**src/rtl/uart_arb_pkg.sv**
```systemverilog
// Shared types and helpers for the UART transmit arbiter: FSM state encoding,
// index-width helper and the round-robin pick function.
package uart_arb_pkg;

  localparam int MAX_REQ   = 16;
  localparam int MAX_IDX_W = 4;

  typedef enum logic [1:0] {
    IDLE,
    LAUNCH,
    DRAIN
  } arb_state_e;

  typedef struct packed {
    logic                 found;
    logic [MAX_IDX_W-1:0] index;
  } rr_pick_t;

  function automatic int req_idx_w(input int n);
    return (n > 1) ? $clog2(n) : 1;
  endfunction

  // Walks offsets high to low so the lowest offset from ptr (highest priority) wins.
  function automatic rr_pick_t rr_pick(input logic [MAX_REQ-1:0]   req,
                                       input logic [MAX_IDX_W-1:0] ptr,
                                       input int                   n);
    rr_pick_t res;
    int       idx;
    res = '0;
    for (int off = MAX_REQ - 1; off >= 0; off--) begin
      if (off < n) begin
        idx = int'(ptr) + off;
        if (idx >= n) idx = idx - n;
        if (req[idx]) begin
          res.found = 1'b1;
          res.index = MAX_IDX_W'(idx);
        end
      end
    end
    return res;
  endfunction

endpackage

```
**src/rtl/uart_tx_arbiter_rr_arbiter.sv**
```systemverilog
// Round-robin pick over the pending requests plus the rotating priority pointer,
// which advances past the winner whenever a grant is taken.
module rr_arbiter
  import uart_arb_pkg::*;
#(
  parameter int NUM_REQ = 4,
  parameter int IDX_W   = req_idx_w(NUM_REQ)
) (
  input  logic               clk,
  input  logic               rst,
  input  logic [NUM_REQ-1:0] req_i,
  input  logic               grant_i,
  output logic               found_o,
  output logic [IDX_W-1:0]   idx_o
);

  logic [IDX_W-1:0]     ptr_d, ptr_q;
  logic [MAX_REQ-1:0]   req_ext;
  logic [MAX_IDX_W-1:0] ptr_ext;
  rr_pick_t             pick;

  // NOTE: every signal driven here gets a default first, so no path leaves one unassigned (no latch).
  always_comb begin
    req_ext              = '0;
    req_ext[NUM_REQ-1:0] = req_i;
    ptr_ext              = MAX_IDX_W'(ptr_q);
    pick                 = rr_pick(req_ext, ptr_ext, NUM_REQ);
    found_o              = pick.found;
    idx_o                = IDX_W'(pick.index);
    ptr_d                = ptr_q;
    if (grant_i) begin
      ptr_d = (idx_o == IDX_W'(NUM_REQ - 1)) ? '0 : idx_o + 1'b1;
    end
  end

  // NOTE: state registers use non-blocking assignments so all flops update together at the edge.
  always_ff @(posedge clk or posedge rst) begin
    if (rst) ptr_q <= '0;
    else     ptr_q <= ptr_d;
  end

endmodule

```
**src/rtl/uart_tx_arbiter.sv**
```systemverilog
// Shares one uart_tx serializer between NUM_REQ byte producers (round-robin).
// Optional handshake timeout is built only when UART_ARB_TIMEOUT_EN is defined.
module uart_tx_arbiter
  import uart_arb_pkg::*;
#(
  parameter int DATA_WIDTH  = 8,
  parameter int NUM_REQ     = 4,
  parameter int ACK_TIMEOUT = 1024
) (
  input  logic                          clk,
  input  logic                          rst,
  input  logic [NUM_REQ-1:0]            req_valid,
  input  logic [NUM_REQ*DATA_WIDTH-1:0] req_data,
  output logic [NUM_REQ-1:0]            req_ack,
  output logic [req_idx_w(NUM_REQ)-1:0] grant_id,
  output logic [DATA_WIDTH-1:0]         tx_data,
  output logic                          tx_valid,
  input  logic                          tx_ready,
  output logic                          busy,
  output logic                          timeout_err
);

  localparam int IDX_W = req_idx_w(NUM_REQ);

  arb_state_e            state_d, state_q;
  logic [DATA_WIDTH-1:0] tx_data_d, tx_data_q;
  logic [IDX_W-1:0]      grant_id_d, grant_id_q;
  logic [NUM_REQ-1:0]    ack_d, ack_q;
  logic                  tx_valid_d, tx_valid_q;
  logic                  grant;
  logic                  found;
  logic [IDX_W-1:0]      win_idx;
  logic                  timeout_hit;

  rr_arbiter #(
    .NUM_REQ (NUM_REQ),
    .IDX_W   (IDX_W)
  ) u_rr (
    .clk     (clk),
    .rst     (rst),
    .req_i   (req_valid),
    .grant_i (grant),
    .found_o (found),
    .idx_o   (win_idx)
  );

`ifdef UART_ARB_TIMEOUT_EN
  localparam int CNT_W = (ACK_TIMEOUT > 1) ? $clog2(ACK_TIMEOUT) : 1;

  logic [CNT_W-1:0] cnt_d, cnt_q;
  logic             err_d, err_q;

  always_comb begin
    cnt_d       = (state_q == LAUNCH) ? cnt_q + 1'b1 : '0;
    timeout_hit = (state_q == LAUNCH) && tx_ready && (cnt_q == CNT_W'(ACK_TIMEOUT - 1));
    err_d       = err_q | timeout_hit;
  end

  always_ff @(posedge clk or posedge rst) begin
    if (rst) begin
      cnt_q <= '0;
      err_q <= 1'b0;
    end else begin
      cnt_q <= cnt_d;
      err_q <= err_d;
    end
  end

  assign timeout_err = err_q;
`else
  assign timeout_hit = 1'b0;
  assign timeout_err = 1'b0;
`endif

  always_comb begin
    state_d    = state_q;
    tx_data_d  = tx_data_q;
    grant_id_d = grant_id_q;
    ack_d      = '0;
    tx_valid_d = tx_valid_q;
    grant      = 1'b0;
    case (state_q)
      IDLE: begin
        if (found && tx_ready) begin
          grant          = 1'b1;
          tx_data_d      = req_data[win_idx*DATA_WIDTH +: DATA_WIDTH];
          grant_id_d     = win_idx;
          ack_d[win_idx] = 1'b1;
          tx_valid_d     = 1'b1;
          state_d        = LAUNCH;
        end
      end
      LAUNCH: begin
        // Serializer dropping ready means it took the byte; a timeout abandons it.
        if (!tx_ready) begin
          tx_valid_d = 1'b0;
          state_d    = DRAIN;
        end else if (timeout_hit) begin
          tx_valid_d = 1'b0;
          state_d    = IDLE;
        end
      end
      DRAIN: begin
        if (tx_ready) state_d = IDLE;
      end
      default: state_d = IDLE;
    endcase
  end

  always_ff @(posedge clk or posedge rst) begin
    if (rst) begin
      state_q    <= IDLE;
      tx_data_q  <= '0;
      grant_id_q <= '0;
      ack_q      <= '0;
      tx_valid_q <= 1'b0;
    end else begin
      state_q    <= state_d;
      tx_data_q  <= tx_data_d;
      grant_id_q <= grant_id_d;
      ack_q      <= ack_d;
      tx_valid_q <= tx_valid_d;
    end
  end

  assign req_ack  = ack_q;
  assign grant_id = grant_id_q;
  assign tx_data  = tx_data_q;
  assign tx_valid = tx_valid_q;
  assign busy     = (state_q != IDLE);

endmodule

```
**config.mk**
```make
export PLATFORM = sky130hd
export DESIGN_NAME = uart_tx_arbiter
export DESIGN_NICKNAME = d
export VERILOG_FILES = /design/src/rtl/uart_arb_pkg.sv /design/src/rtl/uart_tx_arbiter_rr_arbiter.sv /design/src/rtl/uart_tx_arbiter.sv
export SDC_FILE = /design/constraint.sdc
export NUM_CORES = 1
export LEC_CHECK = 0
export CAP_MARGIN = 20
export CORE_MARGIN = 4
export CORE_UTILIZATION = 54
export CTS_BUF_LIST = sky130_fd_sc_hd__clkbuf_4 sky130_fd_sc_hd__clkbuf_8 sky130_fd_sc_hd__clkbuf_16
export DETAILED_ROUTE_END_ITERATION = 10
export DONT_BUFFER_PORTS = 1
export PLACE_DENSITY = 0.79
export SLEW_MARGIN = 10
export SYNTH_ARGS = -nofsm -noshare
export SYNTH_HDL_FRONTEND = slang
export SYNTH_HIERARCHICAL = 1
export SYNTH_SLANG_ARGS = --single-unit
```
**constraint.sdc**
```tcl
create_clock -name clk -period 4.28 [get_ports clk]
set_clock_uncertainty 0.05 [all_clocks]
set_input_delay 0.214 -clock clk [delete_from_list [all_inputs] [get_ports clk]]
set_output_delay 0.214 -clock clk [all_outputs]
set_load 0.02 [all_outputs]
```
==> impl_metrics.json <==
{
  "wl_per_cell_um": 18.24,
  "reg2reg_depth": 9,
  "power_density_nw_per_um2": 873.3,
  "synth_area_per_cell_um2": 12.33,
  "synth_cells": 103,
  "portBuffers": 0,
  "grt_pass1_vias": 806,
  "yosys.area.top_type_share_pct": 37.44,
  "dieArea_um2": 3192,
  "track_usage_pct": 14.93,
  "regArea_um2": 475.5,
  "syn_to_final_growth_pct": 5.320,
  "rsz0062_at_grt": "no",
  "synth-edff-count": 0,
  "ant_nets": 0,
  "tns_ps": 0,
  "post-route-util_pct": 59.89,
  "criticalPathCategory": "reg -> reg",
  "clock_sinks": 19,
  "ys_warn_count": 6,
  "ys_top_cells_by_area": "dfrtp_1 (37%), mux4_2 (11%), mux2_4 (7.1%)",
  "cp_slowest_cell": "dfrtp_1",
  "synth_nets": 147,
  "dieWidth_um": 56.50,
  "ys.flop_type": "dfrtp_1",
  "worstHoldPathCells": 2,
  "wl_um": 2426,
  "ir_drop_v": 0.0005144,
  "drv_cap": 0,
  "worstPathMaxFanout": 13,
  "synth.distinct_cells": 33,
  "critPathMaxStageDelay_ps": 630,
  "clk_latency_ps": 290,
  "power_leakage_nw": 0.6034,
  "yosysTopAreaCell": "dfrtp_1",
  "vias": 803,
  "final_common_cell": "dfrtp_1",
  "cts_tree": "done",
  "final_nets": 150,
  "drt_drc_violations_left": 0,
  "cp_data_arrival_time_ps": 3760,
  "worstHoldPathType": "in -> reg",
  "fillers": 185,
  "cts_max_level": 1,
  "drive_gt1_share_pct": 27.62,
  "dr.pass1.iters": 4,
  "fp-row-count": 17,
  "cp_data_required_time_ps": 4410,
  "die_h_um": 56.50,
  "finalCriticalPeriod_ps": 3635,
  "ctsRootBufferMaster": "clkbuf_4",
  "drt_iter0_drc": 25,
  "vias_per_cell": 6.038,
  "design.core.area_um2": 2233,
  "cp_cell_sequence": "inv_1, ha_1, mux2i_1, or3_1, o211a_1, nor4_1, or2_2, mux4_1, mux2_2",
  "hold_viol_final": 0,
  "start_kind": "flip-flop",
  "gp_congestion": 0.8630,
  "clock_path_buffers": 2,
  "ioPinCount": 56,
  "grt_antenna_before_repair": 0,
  "setup_viol": 0,
  "yosysSeqAreaShare_pct": 37.44,
  "clk_pin_slew_ps": 100,
  "relSlewSlack_pct": 58.26,
  "grt_max_degree": 18,
  "final_cell_mix": "dfrtp_1 (19), inv_1 (7)",
  "start_util_pct": 56.86,
  "status": "complete, no violations",
  "async_flop_share_pct": 100.0,
  "end_kind": "flip-flop",
  "n_antenna_cell": 0,
  "numCtsBuffers": 3,
  "fmax_mhz": 275.1,
  "worst_pin_slew_ps": 625.3,
  "cp.depth": 9,
  "multi_input_area_um2": 733.2,
  "cts_resized": 0,
  "drv_slew": 0,
  "cpLargestDelayFamily": "simple AND/OR/NAND/NOR gates",
  "ys_ff_latch": 19,
  "grt_pass1_wl_um": 3746,
  "hold_buffers": 2,
  "fin_crit_sh_pct": 84.92,
  "gr-total-overflow": 0,
  "syn_area_um2": 1270,
  "hpwl_um": 1938,
  "cp_num_buf_inv": 1,
  "cts_setup_buffers": 0,
  "hold-worst-slack_ps": 22.49
}
-- report_power, final --
part	internal [mW]	total, mW	switching [mW]
Clock	0.0425	0.0923	0.0497
Combinational	0.363	0.652	0.288
Sequential	0.261	0.424	0.164
-- synth_stat cells, types with 5 or more instances --
cell and count:
dfrtp_1 19, inv_1 7, mux2_2 6, mux2_4 6, mux2i_1 6, mux4_2 6, o21ai_0 6, ha_1 5
nor2_1 5
-- through the flow --
| stage | setup WS [ps] | power [mW] | cell area, µm² | std cells |
|---|---|---|---|---|
| after floorplan | 1135 | 1.003 | 1270 | 103 |
| after global placement | 797.5 | 1.052 | 1277 | 126 |
| after detailed placement | 654.0 | 1.079 | 1277 | 126 |
| after CTS | 657.4 | 1.175 | 1328 | 132 |
| after global routing | 313.4 | 1.261 | 1338 | 133 |
| final | 645.4 | 1.168 | 1338 | 133 |
-- metal layers --
layer | track usage (%) | part of all wire [%] | wire length (µm) | up-vias
li1 | - | - | - | 383
met1 | 17.70 | 40 | 959 | 383
met2 | 26.07 | 52 | 1268 | 35
met3 | 6.207 | 7.7 | 188 | 2
met4 | 1.356 | 0.37 | 9 | 0
met5 | 0 | 0 | 0 | -
-- final cells by class --
class,count,area share [%]
multi-input combinational,71,54.82
timing repair buffer,4,2.806
inverter,7,1.964
clock buffer,4,2.245
sequential,19,35.55
tap,28,2.619
-- registers in the layout (all words and copies together) (netlist names) --
name and flops:
tx_data 8, req_ack 4, grant_id 2, state_q 2, u_rr/ptr_q 2, tx_valid 1
-- worst register-to-register path, stage by stage (launching register included) --
cell and delay [ps]:
dfrtp_1 630, inv_1 170, ha_1 400, mux2i_1 150
or3_1 340, o211a_1 140, nor4_1 380, or2_2 410
mux4_1 600, mux2_2 270
-- path summary, 6_finish.rpt --
kind,slack (ps),startpoint,to
max,650,u_rr/ptr_q[0]$_DFFE_PP0P_,tx_data[7]$_DFFE_PP0P_
min,20,tx_ready,tx_valid$_DFFE_PP0P_
max reg2reg,650,u_rr/ptr_q[0]$_DFFE_PP0P_,tx_data[7]$_DFFE_PP0P_
min reg2reg,570,state_q[0]$_DFFE_PP0P_,tx_valid$_DFFE_PP0P_
max in group asynchronous,3380,rst,grant_id[0]$_DFFE_PP0P_
min in group asynchronous,170,rst,u_rr/ptr_q[0]$_DFFE_PP0P_
-- cells by family after synthesis --
family	synth area share [%]
xor gates and xnor gates	0.6898
other	0.2953
and+or+nand+nor	9.854
DFF	37.44
adders and majority gates	4.926
muxes	31.92
AOI/OAI and AO/OA	8.867
buffers and inverters	6.010
Power figures use the tool's default switching activity.
